`src/rtl/decoder_sel_sequencer_if.sv`:
```
// Control/select bundle between a sweep controller and decoder_sel_sequencer.
interface decoder_sel_sequencer_if;
    logic       start;
    logic       stop;
    logic       cont;
    logic       dir;
    logic       load;
    logic [2:0] load_val;
    logic       a;
    logic       b;
    logic       c;
    logic       valid;
    logic       busy;
    logic       step;
    logic       done;

    modport master (
        output start, stop, cont, dir, load, load_val,
        input  a, b, c, valid, busy, step, done
    );

    modport slave (
        input  start, stop, cont, dir, load, load_val,
        output a, b, c, valid, busy, step, done
    );
endinterface

```
`src/rtl/decoder_sel_sequencer.sv`:
```
// Steps a 3-to-8 decoder select through all eight codes, DWELL cycles each.
// Define SEL_SEQ_GRAY_EN to present the code Gray-encoded on {a,b,c}.
module decoder_sel_sequencer #(
    parameter int unsigned DWELL = 4
) (
    input logic                      clk,
    input logic                      rst_n,
    decoder_sel_sequencer_if.slave   bus
);

    typedef enum logic [1:0] {S_IDLE, S_SWEEP, S_DONE} state_t;

    localparam logic [7:0] DWELL_LAST = 8'(DWELL - 1);

    state_t     state_q, state_d;
    logic [2:0] code_q, code_d;
    logic [2:0] sweep_q, sweep_d;
    logic [7:0] dwell_q, dwell_d;
    logic       cont_q, cont_d;
    logic       dir_q, dir_d;
    logic       step_q, step_d;

    logic       dwell_end;
    logic       sweep_last;
    logic [2:0] code_next;
    logic [2:0] sel;

    assign dwell_end  = (dwell_q == DWELL_LAST);
    assign sweep_last = (sweep_q == 3'd7);
    assign code_next  = dir_q ? (code_q - 3'd1) : (code_q + 3'd1);

    always_ff @(posedge clk or negedge rst_n) begin
        if (!rst_n) begin
            state_q <= S_IDLE;
            code_q  <= '0;
            sweep_q <= '0;
            dwell_q <= '0;
            cont_q  <= 1'b0;
            dir_q   <= 1'b0;
            step_q  <= 1'b0;
        end else begin
            state_q <= state_d;
            code_q  <= code_d;
            sweep_q <= sweep_d;
            dwell_q <= dwell_d;
            cont_q  <= cont_d;
            dir_q   <= dir_d;
            step_q  <= step_d;
        end
    end

    always_comb begin
        state_d = state_q;
        code_d  = code_q;
        sweep_d = sweep_q;
        dwell_d = dwell_q;
        cont_d  = cont_q;
        dir_d   = dir_q;
        step_d  = 1'b0;
        unique case (state_q)
            S_IDLE: begin
                // Load lands in the same edge as start, so the sweep begins at load_val.
                if (bus.load) code_d = bus.load_val;
                if (bus.start) begin
                    state_d = S_SWEEP;
                    cont_d  = bus.cont;
                    dir_d   = bus.dir;
                    dwell_d = '0;
                    sweep_d = '0;
                end
            end
            S_SWEEP: begin
                if (bus.stop) begin
                    state_d = S_IDLE;
                end else if (dwell_end) begin
                    dwell_d = '0;
                    code_d  = code_next;
                    sweep_d = sweep_q + 3'd1;
                    if (!cont_q && sweep_last) state_d = S_DONE;
                    else                       step_d  = 1'b1;
                end else begin
                    dwell_d = dwell_q + 8'd1;
                end
            end
            S_DONE: state_d = S_IDLE;
            default: state_d = S_IDLE;
        endcase
    end

`ifdef SEL_SEQ_GRAY_EN
    assign sel = code_q ^ (code_q >> 1);
`else
    assign sel = code_q;
`endif

    assign {bus.a, bus.b, bus.c} = sel;
    assign bus.valid = (state_q == S_SWEEP);
    assign bus.busy  = (state_q == S_SWEEP);
    assign bus.step  = step_q;
    assign bus.done  = (state_q == S_DONE);

endmodule

```
`src/flat_wrapper.sv`:
```
// flat-port wrapper written by rule: the top's interface ports become plain ports
module decoder_sel_sequencer_flat 
#(
    parameter int unsigned DWELL = 4
)
  (clk, rst_n, bus_start, bus_stop, bus_cont, bus_dir, bus_load, bus_load_val, bus_a, bus_b, bus_c, bus_valid, bus_busy, bus_step, bus_done);
  decoder_sel_sequencer_if bus_i ();
  input logic clk;
  input logic rst_n;
  input wire logic [$bits(bus_i.start)-1:0] bus_start;
  input wire logic [$bits(bus_i.stop)-1:0] bus_stop;
  input wire logic [$bits(bus_i.cont)-1:0] bus_cont;
  input wire logic [$bits(bus_i.dir)-1:0] bus_dir;
  input wire logic [$bits(bus_i.load)-1:0] bus_load;
  input wire logic [$bits(bus_i.load_val)-1:0] bus_load_val;
  output wire logic [$bits(bus_i.a)-1:0] bus_a;
  output wire logic [$bits(bus_i.b)-1:0] bus_b;
  output wire logic [$bits(bus_i.c)-1:0] bus_c;
  output wire logic [$bits(bus_i.valid)-1:0] bus_valid;
  output wire logic [$bits(bus_i.busy)-1:0] bus_busy;
  output wire logic [$bits(bus_i.step)-1:0] bus_step;
  output wire logic [$bits(bus_i.done)-1:0] bus_done;
  assign bus_i.start = bus_start;
  assign bus_i.stop = bus_stop;
  assign bus_i.cont = bus_cont;
  assign bus_i.dir = bus_dir;
  assign bus_i.load = bus_load;
  assign bus_i.load_val = bus_load_val;
  assign bus_a = bus_i.a;
  assign bus_b = bus_i.b;
  assign bus_c = bus_i.c;
  assign bus_valid = bus_i.valid;
  assign bus_busy = bus_i.busy;
  assign bus_step = bus_i.step;
  assign bus_done = bus_i.done;
  decoder_sel_sequencer #(.DWELL(DWELL)) u_core (.clk(clk), .rst_n(rst_n), .bus(bus_i));
endmodule
```
`config.mk`:
```
export PLATFORM = sky130hd
export DESIGN_NAME = decoder_sel_sequencer_flat
export DESIGN_NICKNAME = d
export VERILOG_FILES = /design/src/rtl/decoder_sel_sequencer_if.sv /design/src/rtl/decoder_sel_sequencer.sv /design/src/flat_wrapper.sv
export SDC_FILE = /design/constraint.sdc
export NUM_CORES = 1
export LEC_CHECK = 0
export CAP_MARGIN = 20
export CORE_MARGIN = 2
export CORE_UTILIZATION = 52
export DETAILED_ROUTE_END_ITERATION = 10
export PLACE_DENSITY = 0.78
export SYNTH_ARGS = -nofsm -noshare
export SYNTH_HDL_FRONTEND = slang
export SYNTH_SLANG_ARGS = --single-unit
```
`constraint.sdc`:
```
create_clock -name clk -period 2.6 [get_ports clk]
set_input_delay 0.52 -clock clk [delete_from_list [all_inputs] [get_ports clk]]
set_output_delay 0.52 -clock clk [all_outputs]
set_load 0.05 [all_outputs]
```
Word-level counts from Yosys, hierarchy flattened
Cells that the tools add are included.

Register bits: 19. Bits of input ports: 10. Output and inout port bits: 7. Word-level logic and storage cells: 52.

$add $sub $neg: 4. Equal/unequal tests: 10. Multiplexer cells: 22. Reductions and logical operators: 9.

Operators with widths (count): 2-to-1 mux 8 bit (3); 2-to-1 mux 3 bit (7); one-hot mux 8 bit (2 select lines) (1); one-hot mux 3 bit (2 select lines) (2); adder 8 x 1 -> 8 bit, second input constant (1); equality test 8 x 2 -> 1 bit, second input constant (1); 2-to-1 mux 2 bit (4); AND reduction 4 bit (2); adder 3 x 1 -> 3 bit, second input constant (2); != test 2 bit, second input constant (3); != test 3 x 2 -> 1 bit, second input constant (2); AND reduction 3 bit (2); 2-to-1 mux 1 bit (4); one-hot mux 2 bit (2 select lines) (1); equality test 3 bit, second input constant (1); subtractor 3 x 1 -> 3 bit, second input constant (1); equality test 2 x 1 -> 1 bit, second input constant (1); equality test 2 bit, second input constant (1); zero test 2 bit (1); != test 2 x 1 -> 1 bit, second input constant (1); AND reduction 2 bit (1); nonzero test 2 bit (1); logical AND 1 bit (1); zero test 1 bit (1).

Logic depth before layout (Yosys ltp)
Depth after elaboration: 6. Gate-level depth with buffers: 6. Gate-level depth less buffers: 6.

Worst setup path after synthesis
Ideal clock, no wire load.

Kind: reg2out. From: register u_core.state_q[0]. To: output bus_valid. Arrival: 1.484 ns. Data required time: 2.080 ns. Slack: 0.596 ns. Stages on the path, launching flop included: 4. Buffers on the path: 1. Cells stage by stage: dfrtp_1 > nand2b_1 > clkinv_1 > buf_4.

Word-level cells in the longest chain between the ends: 1.

Ends and longest elaborated chain: start, declared (line decoder_sel_sequencer.sv:15) `state_t state_q, state_d;`; start signal, assigned (line decoder_sel_sequencer.sv:42) `state_q <= state_d;`; equality test 2 x 1 -> 1 bit; end, declared (line flat_wrapper.sv:19) `output wire logic [$bits(bus_i.valid)-1:0] bus_valid;`.

Every way passes these cells.

Worst setup path after layout
From: register u_core.state_q[1]. To: output bus_valid.

Word-level cells in the longest chain between the ends: 1.

Ends and longest elaborated chain: equality test 2 x 1 -> 1 bit (line decoder_sel_sequencer.sv:97) `assign bus.valid = (state_q == S_SWEEP);`.

Every way passes these cells.

==> run summary <==
• pin slew with the least headroom to its limit: 0.4975 ns
• Sum Neg Setup Slack: 0 ns
• worst voltage drop across the vdd grid: 573.0 µV
• class of the most critical hold timing path: reg -> reg
• total DRC errors in the routed layout: 0
• overall die width: 49.31 µm
• GRT Residual Overflow: 0
• uppermost layer routed: met4
• share of synthesized cell area in full adder, half adder and majority cells: 0.05393
• top library cells by usage in the layout, fill and taps aside: sky130_fd_sc_hd__dfrtp_1, sky130_fd_sc_hd__clkdlybuf4s50_1, sky130_fd_sc_hd__nand2_1, sky130_fd_sc_hd__nor2_1
• Achievable Freq: 413.4 MHz
• number of standard-cell rows in the floorplan: 16
• headroom to the max-slew limit: 0.6673
• cts bufs inserted: 3
• Total Die Area: 2431 µm²
• first-pass GRT wire length: 3898 µm
• detailed placement HPWL: 1682 µm
• final slew viol count: 0
• count of routing violations after the opening detailed-route iteration: 9
• Detail Route met2 WL: 1069 µm
• crit path time final: 2.419 ns
• sequential standard cell area: 475.5 µm²
• combinational family with the most area after synthesis: simple AND/OR/NAND/NOR gates
• wire length on met1: 1000 µm
• count of unique library cells instantiated by Yosys: 36
• Synth-to-Final Area Change: 21.34%
• number of iterations in the first detailed-routing pass: 4
• Final Hold Violating Endpoints: 0
• sink count of the clock tree: 19
• synthesized area: 1067 µm²
• Routed met3 length: 78 µm
• DRT antenna net count: 0
• sequential fraction of the synthesis area: 0.4455
• fraction of final layout cells sized beyond drive strength 1: 0.1270
• unrepaired setup endpoints after global routing: no
• clock transition at the registers of the reported paths: 0.10 ns
• compound-gate portion of the synthesized area: 0.1395
• count of hold-fix buffers inserted at cts: 0
• I/O Buffers: 16
• endpoint class of the critical path: primary output
• number of buffers inserted to repair setup after CTS: 0
• worst endpoint data arrival time: 1.90 ns
• post-route clock skew: 0.0009651 ns
• height of the die: 49.31 µm
• final weighted congestion of routability-driven global placement: 0.8570
• post-synthesis simple-gate area fraction: 0.2052
• standard cell core area: 1942 µm²
• crit start category: register
• pin count of the biggest net entering global routing: 20
• count of H-tree levels built during CTS: 1
• overall fraction of global-route tracks in use: 0.2078
• post-synthesis average cell area: 10.16 µm²
• wirelength, routed: 2179 µm
• final cell area excluding filler cells: 1295 µm²
• maximum buffer depth of the clock tree: 2
• final cell count without fillers: 153
• share of flip-flops with an asynchronous set or reset after synthesis: 1.000
• top fanout value on the critical path: 11
• number of antenna violations at the first check in global routing: 0
• number of instances in the synthesized netlist: 105
• fraction of synthesized area in multiplexers: 0.06917
• number of max-capacitance violations reported: 0
• cell area after placement: 1269 µm²
• Most used DFF post-synth: sky130_fd_sc_hd__dfrtp_1
• crit share post-route: 0.9304
• total instance count after detailed placement: 149
• clock tree from TritonCTS: built
• classification of the worst setup path: reg -> out
• net count of the mapped netlist: 119
• YS warnings: 0
• final setup fails: 0
• detailed-route wire length per cell: 14.24 µm
• clock latency on the worst-skew pair: 0.29 ns
• status: finished clean
• power consumption: 1.010 mW
• buffer cell driving the clock tree root: sky130_fd_sc_hd__clkbuf_4
• count of pins on the block boundary: 17
• static leakage: 0.5500 nW
• flip-flop and latch count after synthesis: 19
• post-DR vias/cell: 5.627
• count of filler cells inserted in the layout: 173
• area occupied by multi-input gates: 543.0 µm²
• fin nets: 141
• initial core utilization: 0.5496
• number of global-route vias before repair: 894
• number of gates given a new drive strength after cts: 0
• total number of vias: 861
• pwr dens: 779.8 nW/µm²
• leading cell type in the layout, fill and taps excluded: sky130_fd_sc_hd__dfrtp_1
• ant diodes: 0
• data required time of the critical path: 2.08 ns
• count of flip-flops with a built-in enable after synthesis: 0
• xor and xnor fraction of the mapped netlist area: 0.04103
-- cell type report --
class                      instances  area share
multi-input combinational         76      0.4193
sequential                        19      0.3672
timing repair buffer              20      0.1469
tap                               27     0.02609
clock buffer                       4     0.02029
inverter                           7     0.02029
-- layer usage --
metal  vias up  track usage
met1       421       0.2756
met3         6      0.04601
met2        17       0.3356
met4         0      0.06667
li1        417            -
met5         -            0
-- logic make-up after synthesis --
family | after synthesis
multiplexers | 7
AND/OR/NAND/NOR | 39
buffers and inverters | 10
AO/OA/AOI/OAI | 21
adder cells (fa/ha/maj) | 4
flip-flops | 19
XOR/XNOR | 5
-- worst max-delay path, stage by stage (launching register included) --
cell and delay (ns):
sky130_fd_sc_hd__dfrtp_1 0.50, sky130_fd_sc_hd__nand2b_1 0.23, sky130_fd_sc_hd__clkinv_1 0.09, sky130_fd_sc_hd__clkdlybuf4s50_1 0.80
-- sequential cells by signal (all words and copies together), names as in the netlist --
signal and count:
u_core.cont_q 1, u_core.state_q 2, u_core.dwell_q 8, u_core.sweep_q 3, u_core.code_q 3, u_core.dir_q 1, u_core.bus.step 1
-- report_power, final --
part | switching [mW] | leakage [nW] | internal [mW]
clock network | 0.0875 | 0.0150 | 0.0596
logic | 0.253 | 0.286 | 0.183
registers | 0.0645 | 0.249 | 0.362
-- worst paths after layout --
kind | slack (ns) | to | startpoint | cells past startpoint
hold reg to reg | 0.51 | u_core.cont_q$_DFFE_PN0P_ | u_core.cont_q$_DFFE_PN0P_ | 1
hold / removal | 0.51 | u_core.cont_q$_DFFE_PN0P_ | u_core.cont_q$_DFFE_PN0P_ | 1
min in group asynchronous | 0.55 | u_core.dir_q$_DFFE_PN0P_ | rst_n | 2
setup reg to reg | 0.66 | u_core.sweep_q[0]$_DFFE_PN0P_ | u_core.dwell_q[0]$_DFFE_PN0P_ | 5
setup / recovery | 0.18 | bus_valid | u_core.state_q[1]$_DFFE_PN0P_ | 3
max in group asynchronous | 1.85 | u_core.sweep_q[0]$_DFFE_PN0P_ | rst_n | 2
-- synth_stat cells (2+ instances only) --
cell type | instances | area share
sky130_fd_sc_hd__nand2_1 | 8 | 0.028
sky130_fd_sc_hd__inv_1 | 6 | 0.021
sky130_fd_sc_hd__nand2b_1 | 2 | 0.012
sky130_fd_sc_hd__o21ai_0 | 3 | 0.014
sky130_fd_sc_hd__nand3_1 | 6 | 0.028
sky130_fd_sc_hd__a211oi_1 | 4 | 0.028
sky130_fd_sc_hd__mux2_2 | 3 | 0.032
sky130_fd_sc_hd__dfrtp_1 | 19 | 0.45
sky130_fd_sc_hd__o31ai_1 | 2 | 0.014
sky130_fd_sc_hd__or4_1 | 2 | 0.014
sky130_fd_sc_hd__nor3_1 | 3 | 0.014
sky130_fd_sc_hd__mux2i_1 | 4 | 0.038
sky130_fd_sc_hd__nor4b_1 | 2 | 0.016
sky130_fd_sc_hd__nor2_1 | 8 | 0.028
sky130_fd_sc_hd__ha_1 | 3 | 0.035
sky130_fd_sc_hd__xnor2_1 | 5 | 0.041
sky130_fd_sc_hd__a21oi_1 | 6 | 0.028
-- through the flow --
stage,setup WS (ns),utilization,hold WS (ns)
floorplan,0.5957,-,0.2244
global placement,0.4262,0.6534,0.4859
detailed placement,0.3649,0.6534,0.4938
CTS,0.1711,0.6669,0.5186
global route,0.08961,0.6669,0.5386
finish,0.1809,0.6669,0.5135
Note: power is estimated with default switching activity, not from simulation.
